[config.mk]
export PLATFORM = sky130hd
export DESIGN_NAME = s_axis_rq_arbiter_x8
export DESIGN_NICKNAME = d
export VERILOG_FILES = /design/src/rtl/litepcie_rq_arb_pkg.sv /design/src/rtl/rq_rr_pick.sv /design/src/rtl/s_axis_rq_arbiter_x8.sv
export SDC_FILE = /design/constraint.sdc
export NUM_CORES = 1
export LEC_CHECK = 0
export ABC_CLOCK_PERIOD_IN_PS = 9700
export BUFFER_PORTS_ARGS = -buffer_cell sky130_fd_sc_hd__buf_2
export CORE_AREA = 5 5 513 515
export CTS_BUF_LIST = sky130_fd_sc_hd__clkbuf_8 sky130_fd_sc_hd__clkbuf_16
export DETAILED_ROUTE_END_ITERATION = 8
export DIE_AREA = 0 0 518 520
export GPL_TIMING_DRIVEN = 0
export PLACE_DENSITY = 0.34
export SYNTH_ARGS = -nofsm -noshare
export SYNTH_HDL_FRONTEND = slang
export SYNTH_SLANG_ARGS = --single-unit
export TNS_END_PERCENT = 30
[constraint.sdc]
create_clock -name user_clk -period 9.7 [get_ports user_clk]
set_clock_uncertainty 0.2 [all_clocks]
set_input_delay 0 -clock user_clk [delete_from_list [all_inputs] [get_ports user_clk]]
set_output_delay 0 -clock user_clk [all_outputs]
set_load 0.05 [all_outputs]
[src/rtl/litepcie_rq_arb_pkg.sv]
// Shared types and helpers for the RQ request-stream arbiter.
package litepcie_rq_arb_pkg;

  typedef enum logic {ST_IDLE = 1'b0, ST_PKT = 1'b1} state_t;

  localparam int RQ_DATA_WIDTH = 256;
  localparam int RQ_KEEP_WIDTH = 8;
  localparam int RQ_USER_WIDTH = 60;

  // Sized for the largest supported requester count (8).
  function automatic logic [2:0] onehot2bin(input logic [7:0] oh);
    logic [2:0] b;
    b = '0;
    for (int i = 0; i < 8; i++)
      if (oh[i]) b = b | 3'(i);
    return b;
  endfunction

endpackage

[src/rtl/rq_rr_pick.sv]
// Combinational round-robin picker: first requester strictly after ptr wins.
module rq_rr_pick
  import litepcie_rq_arb_pkg::*;
#(
  parameter int N  = 3,
  parameter int IW = $clog2(N)
) (
  input  logic [N-1:0]  req,
  input  logic [IW-1:0] ptr,
  output logic [N-1:0]  gnt,
  output logic [IW-1:0] idx,
  output logic          any
);

  always_comb begin
    int   j;
    logic found;
    gnt   = '0;
    found = 1'b0;
    j     = 0;
    // k == N wraps back onto ptr itself, so the last owner is picked only if alone.
    for (int k = 1; k <= N; k++) begin
      j = (int'(ptr) + k) % N;
      if (!found && req[j]) begin
        gnt[j] = 1'b1;
        found  = 1'b1;
      end
    end
  end

  assign idx = IW'(onehot2bin(8'(gnt)));
  assign any = |req;

endmodule

[src/rtl/s_axis_rq_arbiter_x8.sv]
// Packet-atomic round-robin arbiter sharing the RQ stream between NUM_REQ sources.
// Define RQ_ARB_PRIO0_EN to give requester 0 strict priority between packets.
module s_axis_rq_arbiter_x8
  import litepcie_rq_arb_pkg::*;
#(
  parameter int NUM_REQ    = 3,
  parameter int DATA_WIDTH = RQ_DATA_WIDTH,
  parameter int KEEP_WIDTH = RQ_KEEP_WIDTH,
  parameter int USER_WIDTH = RQ_USER_WIDTH
) (
  input  logic                          user_clk,
  input  logic                          user_reset_n,
  input  logic [NUM_REQ*DATA_WIDTH-1:0] s_axis_rq_tdata_r,
  input  logic [NUM_REQ*KEEP_WIDTH-1:0] s_axis_rq_tkeep_r,
  input  logic [NUM_REQ*USER_WIDTH-1:0] s_axis_rq_tuser_r,
  input  logic [NUM_REQ-1:0]            s_axis_rq_tlast_r,
  input  logic [NUM_REQ-1:0]            s_axis_rq_tvalid_r,
  output logic [NUM_REQ-1:0]            s_axis_rq_tready_r,
  output logic [DATA_WIDTH-1:0]         m_axis_rq_tdata,
  output logic [KEEP_WIDTH-1:0]         m_axis_rq_tkeep,
  output logic [USER_WIDTH-1:0]         m_axis_rq_tuser,
  output logic                          m_axis_rq_tlast,
  output logic                          m_axis_rq_tvalid,
  input  logic [3:0]                    m_axis_rq_tready,
  output logic [NUM_REQ-1:0]            arb_grant,
  output logic                          arb_busy
);

  localparam int IW = $clog2(NUM_REQ);

  logic [NUM_REQ-1:0][DATA_WIDTH-1:0] tdata_a;
  logic [NUM_REQ-1:0][KEEP_WIDTH-1:0] tkeep_a;
  logic [NUM_REQ-1:0][USER_WIDTH-1:0] tuser_a;

  assign tdata_a = s_axis_rq_tdata_r;
  assign tkeep_a = s_axis_rq_tkeep_r;
  assign tuser_a = s_axis_rq_tuser_r;

  state_t             state, state_nxt;
  logic [IW-1:0]      owner, rr_ptr, sel, idle_sel, pick_idx;
  logic [NUM_REQ-1:0] pick_req, pick_gnt, idle_oh, sel_oh;
  logic               pick_any, idle_any, sel_en, slot_free, accept, sel_last, rr_upd;
  logic               unused_tready;

  assign unused_tready = ^m_axis_rq_tready[3:1];

  rq_rr_pick #(.N(NUM_REQ), .IW(IW)) u_pick (
    .req (pick_req),
    .ptr (rr_ptr),
    .gnt (pick_gnt),
    .idx (pick_idx),
    .any (pick_any)
  );

`ifdef RQ_ARB_PRIO0_EN
  // Requester 0 bypasses the rotation; the picker only sees 1..N-1.
  assign pick_req = s_axis_rq_tvalid_r & ~NUM_REQ'(1);
  assign idle_oh  = s_axis_rq_tvalid_r[0] ? NUM_REQ'(1) : pick_gnt;
  assign idle_sel = s_axis_rq_tvalid_r[0] ? '0 : pick_idx;
  assign idle_any = s_axis_rq_tvalid_r[0] | pick_any;
  assign rr_upd   = (sel != '0);
`else
  assign pick_req = s_axis_rq_tvalid_r;
  assign idle_oh  = pick_gnt;
  assign idle_sel = pick_idx;
  assign idle_any = pick_any;
  assign rr_upd   = 1'b1;
`endif

  always_comb begin
    sel    = idle_sel;
    sel_en = idle_any;
    sel_oh = idle_oh;
    if (state == ST_PKT) begin
      sel    = owner;
      sel_en = 1'b1;
      sel_oh = NUM_REQ'(1) << owner;
    end
  end

  assign slot_free          = !m_axis_rq_tvalid | m_axis_rq_tready[0];
  assign accept             = slot_free & sel_en & s_axis_rq_tvalid_r[sel];
  assign sel_last           = s_axis_rq_tlast_r[sel];
  assign s_axis_rq_tready_r = (slot_free & sel_en) ? sel_oh : '0;
  assign arb_busy           = (state == ST_PKT);

  always_ff @(posedge user_clk or negedge user_reset_n)
    if (!user_reset_n) state <= ST_IDLE;
    else               state <= state_nxt;

  always_comb begin
    state_nxt = state;
    case (state)
      ST_IDLE: if (accept && !sel_last) state_nxt = ST_PKT;
      ST_PKT:  if (accept &&  sel_last) state_nxt = ST_IDLE;
      default: state_nxt = ST_IDLE;
    endcase
  end

  // Owner, rotation pointer and reported grant move only on accepted beats.
  always_ff @(posedge user_clk or negedge user_reset_n) begin
    if (!user_reset_n) begin
      owner     <= '0;
      rr_ptr    <= IW'(NUM_REQ - 1);
      arb_grant <= '0;
    end else if (accept) begin
      if (state == ST_IDLE) begin
        arb_grant <= sel_oh;
        owner     <= sel;
        if (sel_last && rr_upd) rr_ptr <= sel;
      end else if (sel_last && rr_upd) begin
        rr_ptr <= owner;
      end
    end
  end

  always_ff @(posedge user_clk or negedge user_reset_n) begin
    if (!user_reset_n) begin
      m_axis_rq_tvalid <= 1'b0;
      m_axis_rq_tlast  <= 1'b0;
      m_axis_rq_tdata  <= '0;
      m_axis_rq_tkeep  <= '0;
      m_axis_rq_tuser  <= '0;
    end else if (accept) begin
      m_axis_rq_tvalid <= 1'b1;
      m_axis_rq_tlast  <= sel_last;
      m_axis_rq_tdata  <= tdata_a[sel];
      m_axis_rq_tkeep  <= tkeep_a[sel];
      m_axis_rq_tuser  <= tuser_a[sel];
    end else if (slot_free) begin
      m_axis_rq_tvalid <= 1'b0;
    end
  end

endmodule

* After elaboration in Yosys (flattened, before gate mapping)
Index checks and enable logic that the tools add are counted.
** Cells by class
- $add $sub $neg :: 3
- Div/mod/pow operators :: 3
- Order comparisons :: 7
- Shift-type cells :: 1
- Muxes and demuxes :: 44
- Bitwise operators :: 6
- Reductions and logical operators :: 15
** Operators with widths (number)
- $bmux W256 S2 :: 1
- $mux W256 :: 1
- $bmux W60 S2 :: 1
- $ge A32 B1 Y1 const B :: 3
- $lt A32 B4 Y1 const B :: 3
- $mod A32 B3 Y32 const B :: 3
- $mux W60 :: 1
- $mux W1 :: 19
- $bmux W8 S2 :: 1
- $mux W3 :: 5
- $bmux W1 S2 :: 5
- $mux W2 :: 5
- $mux W8 :: 1
- $logic_and A1 B1 Y1 :: 7
- $add A2 B2 Y3 const B :: 2
- $demux W1 S2 :: 3
- $or A3 B3 Y3 :: 2
- $logic_not A1 Y1 :: 4
- $reduce_and A2 Y1 :: 2
- $add A2 B1 Y3 const B :: 1
- $lt A2 B3 Y1 const B :: 1
- $reduce_or A3 Y1 :: 1
- $shl A1 B2 Y3 const A :: 1
- $and A1 B1 Y1 :: 2
- 4 further kinds :: 4
** Word-level totals
- Register bits :: 334
- Bits of input ports :: 984
- Output and inout bits :: 333
- Logic and storage cells :: 88

* Logic depth before layout (Yosys ltp)
- Word-level depth :: 21
- Gate-level depth with buffers :: 14
- Mapped depth without buffers :: 9

* Hierarchy
Synthesis repeated with hierarchy kept, for this count alone.
** Unflattened totals
- Cell total of the unflattened synthesis :: 2574
- Area total of the unflattened synthesis :: 18530.3 µm²
** By module, submodules not included
- s_axis_rq_arbiter_x8 :: times used 1, cells each 2531, area an instance 18223.7 µm², seq. area each 8359.3 µm²
- rq_rr_pick :: times used 1, cells each 43, area an instance 306.5 µm², seq. area each 0.0 µm²

* Worst setup path before layout
No wires, ideal clock.
- Path type :: reg-to-output
- Start point :: register rr_ptr[1]
- End point :: output s_axis_rq_tready_r[1]
- Data arrival time :: 3.212 ns
- Data required time :: 9.500 ns
- Path slack :: 6.288 ns
- Stages on the path, launching flop included :: 10
- Cells stage by stage :: dfstp_2 ha_1 clkbuf_1 nand3b_1 o21ai_0 a21oi_1 a21oi_1 clkbuf_1 clkbuf_1 nor3b_1
** Between the ends
- Longest elaborated chain between the ends :: 14
- Elaborated cells between the ends (all ways) :: 43
- Classes of those cells :: 3 x add/sub; 3 x div; 6 x order compare; 22 x mux; 2 x bitwise; 7 x reduce/logical
** Ends and longest elaborated chain
- start, declared :: line s_axis_rq_arbiter_x8.sv:40 : logic [IW-1:0] owner, rr_ptr, sel, idle_sel, pick_idx;
- start signal, assigned :: line s_axis_rq_arbiter_x8.sv:104 : rr_ptr <= IW'(NUM_REQ - 1);
- start signal, assigned :: line s_axis_rq_arbiter_x8.sv:110 : if (sel_last && rr_upd) rr_ptr <= sel;
- start signal, assigned :: line s_axis_rq_arbiter_x8.sv:112 : rr_ptr <= owner;
- branches (longest 11 deep; another with $mod A32 B3 Y32)
- $mux W3 * :: line rq_rr_pick.sv:24 : if (!found && req[j]) begin
- $mux W3 * :: line s_axis_rq_arbiter_x8.sv:74 : if (state == ST_PKT) begin
- $mux W3 * :: line s_axis_rq_arbiter_x8.sv:84 : assign s_axis_rq_tready_r = (slot_free & sel_en) ? sel_oh : '0;
- end, declared :: line s_axis_rq_arbiter_x8.sv:18 : output logic [NUM_REQ-1:0] s_axis_rq_tready_r,
Every way passes the cells marked *. The select of a mux whose other input is x is not followed.

* Worst setup path after layout
- Start point :: register rr_ptr[0]
- End point :: register m_axis_rq_tdata[52]
** Between the ends
- Longest elaborated chain between the ends :: 18
- Elaborated cells between the ends (all ways) :: 49
- Classes of those cells :: 3 x add/sub; 3 x div; 6 x order compare; 27 x mux; 3 x bitwise; 7 x reduce/logical
** Ends and longest elaborated chain
- branches (longest 11 deep; another with $mod A32 B3 Y32)
- $mux W3 * :: line rq_rr_pick.sv:24
- $mux W1 :: line litepcie_rq_arb_pkg.sv:15 : if (oh[i]) b = b | 3'(i);
- $mux W2 * :: line litepcie_rq_arb_pkg.sv:15
- $mux W2 * :: line s_axis_rq_arbiter_x8.sv:74
- $bmux W1 S2 :: line s_axis_rq_arbiter_x8.sv:82 : assign accept = slot_free & sel_en & s_axis_rq_tvalid_r[sel];
- $mux W1 (implied by the code) :: line s_axis_rq_arbiter_x8.sv:82
- $and A1 B1 Y1 :: line s_axis_rq_arbiter_x8.sv:82
- end signal, assigned :: line s_axis_rq_arbiter_x8.sv:127 : m_axis_rq_tdata <= tdata_a[sel];
- end, declared :: line s_axis_rq_arbiter_x8.sv:19 : output logic [DATA_WIDTH-1:0] m_axis_rq_tdata,
Marked as above.
A chain may end at the register's enable or synchronous reset.

==> results.txt <==
worst-path fanout max: 10
drc violations: 0
Post-synth top cells: nand2_1 (338), dfrtp_1 (333), a22oi_1 (325), mux2_2 (324), o21ai_0 (206)
total track usage: 14.9%
initial antenna violation count: 213
Synth Instances: 1920
Die Span X: 518 µm
H-tree Lvls: 2
GPL Wtd Cong: 0.975
CP required: 10.10 ns
Final TNS setup: 0 ns
synth top area cells: dfrtp_1 (44%), mux2_2 (19%), a22oi_1 (13%)
fraction of the cycle the final worst path needs: 61.8%
Synth Cell Area: 18900 µm²
DR pass1 iterations: 5
layout cells sized above 1: 43.0%
Main synth FF type: dfrtp_1
EDFF count, synth: 0
die area: 269000 µm²
Final Hold Viols: 0
IO Port Bufs: 1311
Layout area overhead: 116%
dpl hpwl: 179000 µm
Non-Filler Instances: 7706
Worst-path clk slew: 0.06 ns
chip height: 520 µm
CORE AREA: 258000 µm²
Mean Syn Cell Area: 9.85 µm²
register area share after synthesis: 44.2%
Yosys top cell by area: dfrtp_1
FF+latch count, synth: 334
unrepaired setup endpoints after global routing: no
syn nets: 2908
Nets: 5187
CP endpoint kind: flop
IO Count: 1317
fmax: 167 MHz
Tot Pwr: 17.2 mW
vias per cell: 3.45
Antenna Violating Nets Remaining: 0
cts repair resizes: 0
Final Critical Period: 5.99 ns
Iteration-0 DRC Markers: 1763
setup violators final: 0
drt total wl: 209000 µm
CTS Buffer Depth: 3
Pleak: 18.2 nW
asr flop ratio synth: 100%
grt total ovfl: 0
Vias: 26.6k
worst hold margin: 0.0967 ns
fin. max-slew vios: 0
Num CTS Buffers: 51
Distinct cells, synth: 44
status: completed
number of max-cap violations: 0
root buffer cell: clkbuf_16
HP Class: in -> reg
Post-DP Area: 29800 µm²
clk_lat worst skew: 0.66 ns
Sinks on Clock Net: 334
Power Dens Cells: 420 nW/µm²
drt wl/cell: 27.1 µm
Max VDD drop: 146 µV
fin util: 15.8%
pre-CTS WS: 3.70 ns
initial core utilization: 7.32%
most common cell in the synthesized netlist: nand2_1
first-pass GRT wire length: 270000 µm
# placed instances: 6636
top-area cell type share of the netlist area: 44.1%
floorplan row count: 187
startpoint types: flop
number of synthesis warnings: 0
critical path arrival: 6.40 ns
CTS tree: done
CP Class: reg -> reg
design area: 40900 µm²
vias in the first global route: 28.3k
pin count of the biggest net entering global routing: 100
Worst slew margin: 11.4%
slack of the critical path: 3.71 ns
worst-margin pin slew: 1.33 ns
## worst paths after layout
kind | from | end | slack [ns] | cells after the start
max in group asynchronous | user_reset_n | m_axis_rq_tdata[184] | 7.74 | 5
worst max register to register | rr_ptr[0] | m_axis_rq_tdata[52] | 3.71 | 14
worst min-delay path | s_axis_rq_tdata_r[326] | m_axis_rq_tdata[70] | 0.1 | 4
worst min register to register | m_axis_rq_tuser[53] | m_axis_rq_tuser[53] | 0.27 | 2
worst max-delay path | rr_ptr[0] | m_axis_rq_tdata[52] | 3.71 | 14
min in group asynchronous | user_reset_n | m_axis_rq_tdata[10] | 0.29 | 4
## cells in the final DEF (no fill, tap or decap), types with 8 or more instances in the layout
cell type,instances
buf_4,23
clkbuf_8,16
dfrtp_1,333
buf_1,8
o21ai_1,127
dlygate4sd3_1,910
mux2_2,324
clkinv_2,10
buf_2,1358
clkbuf_1,94
inv_1,14
clkbuf_16,52
nand2_1,338
diode_2,63
o21ai_0,206
a22oi_1,325
buf_6,12
## power breakdown
part,switching [mW],internal (mW),total (mW)
clock,0.828,1.17,2.00
combinational,8.16,4.46,12.6
sequential,0.407,2.13,2.53
total,9.40,7.77,17.2
## worst max-delay path: stages, from the launching register on
cell and delay, ns:
dfrtp_1 0.38, inv_1 0.09, ha_1 0.34, clkbuf_1 0.32, nand3b_1 0.15, o21ai_0 0.17, a21oi_1 0.17, a21oi_1 0.50
buf_2 0.53, clkbuf_1 0.96, clkbuf_1 0.67, a22oi_1 0.14, dlygate4sd3_1 0.59, o21ai_0 0.13, dlygate4sd3_1 0.57
## what timing repair did
item,4_1_cts,5_1_grt
endpoints found under the hold margin,571,0
hold buffers,911,0
setup buffers,0,0
## logic make-up (layout without fill, tap and decap cells)
family          after synthesis  after routing  share of synthesized area, %
other cells                   0             63                             0
fa+ha+maj                     4              4                         0.265
buf+inv                     195           2516                          5.18
mux                         330            330                          19.6
simple gates                368            368                          7.63
flops                       334            334                          44.2
compound gates              689            689                          23.1
## layout make-up
class | instances | area (µm²)
fillers | 29500 | 217000
repair buffers | 2226 | 15800
multi-input cells | 1391 | 9570
flip-flops and latches | 334 | 8360
well taps | 3402 | 4260
clock buffers | 68 | 1520
plain buffers | 187 | 951
clock inverters | 27 | 235
diodes | 63 | 158
inverters | 8 | 30.0
## state kept, by name (all words and copies together), names as in the netlist, named ones only
name	count
m_axis_rq_tdata	256
m_axis_rq_tlast	1
rr_ptr	2
m_axis_rq_tuser	60
arb_grant	3
owner	2
m_axis_rq_tvalid	1
m_axis_rq_tkeep	8
## layer usage
layer  up-vias  wire length [µm]  track usage [%]
met4        90             11000             5.98
met1     12800             78800             16.4
li1      11700                 -                -
met3       469             17900             5.08
met2      1546            101000             26.2
met5         -               574                0
(Power assumes the default switching activity.)
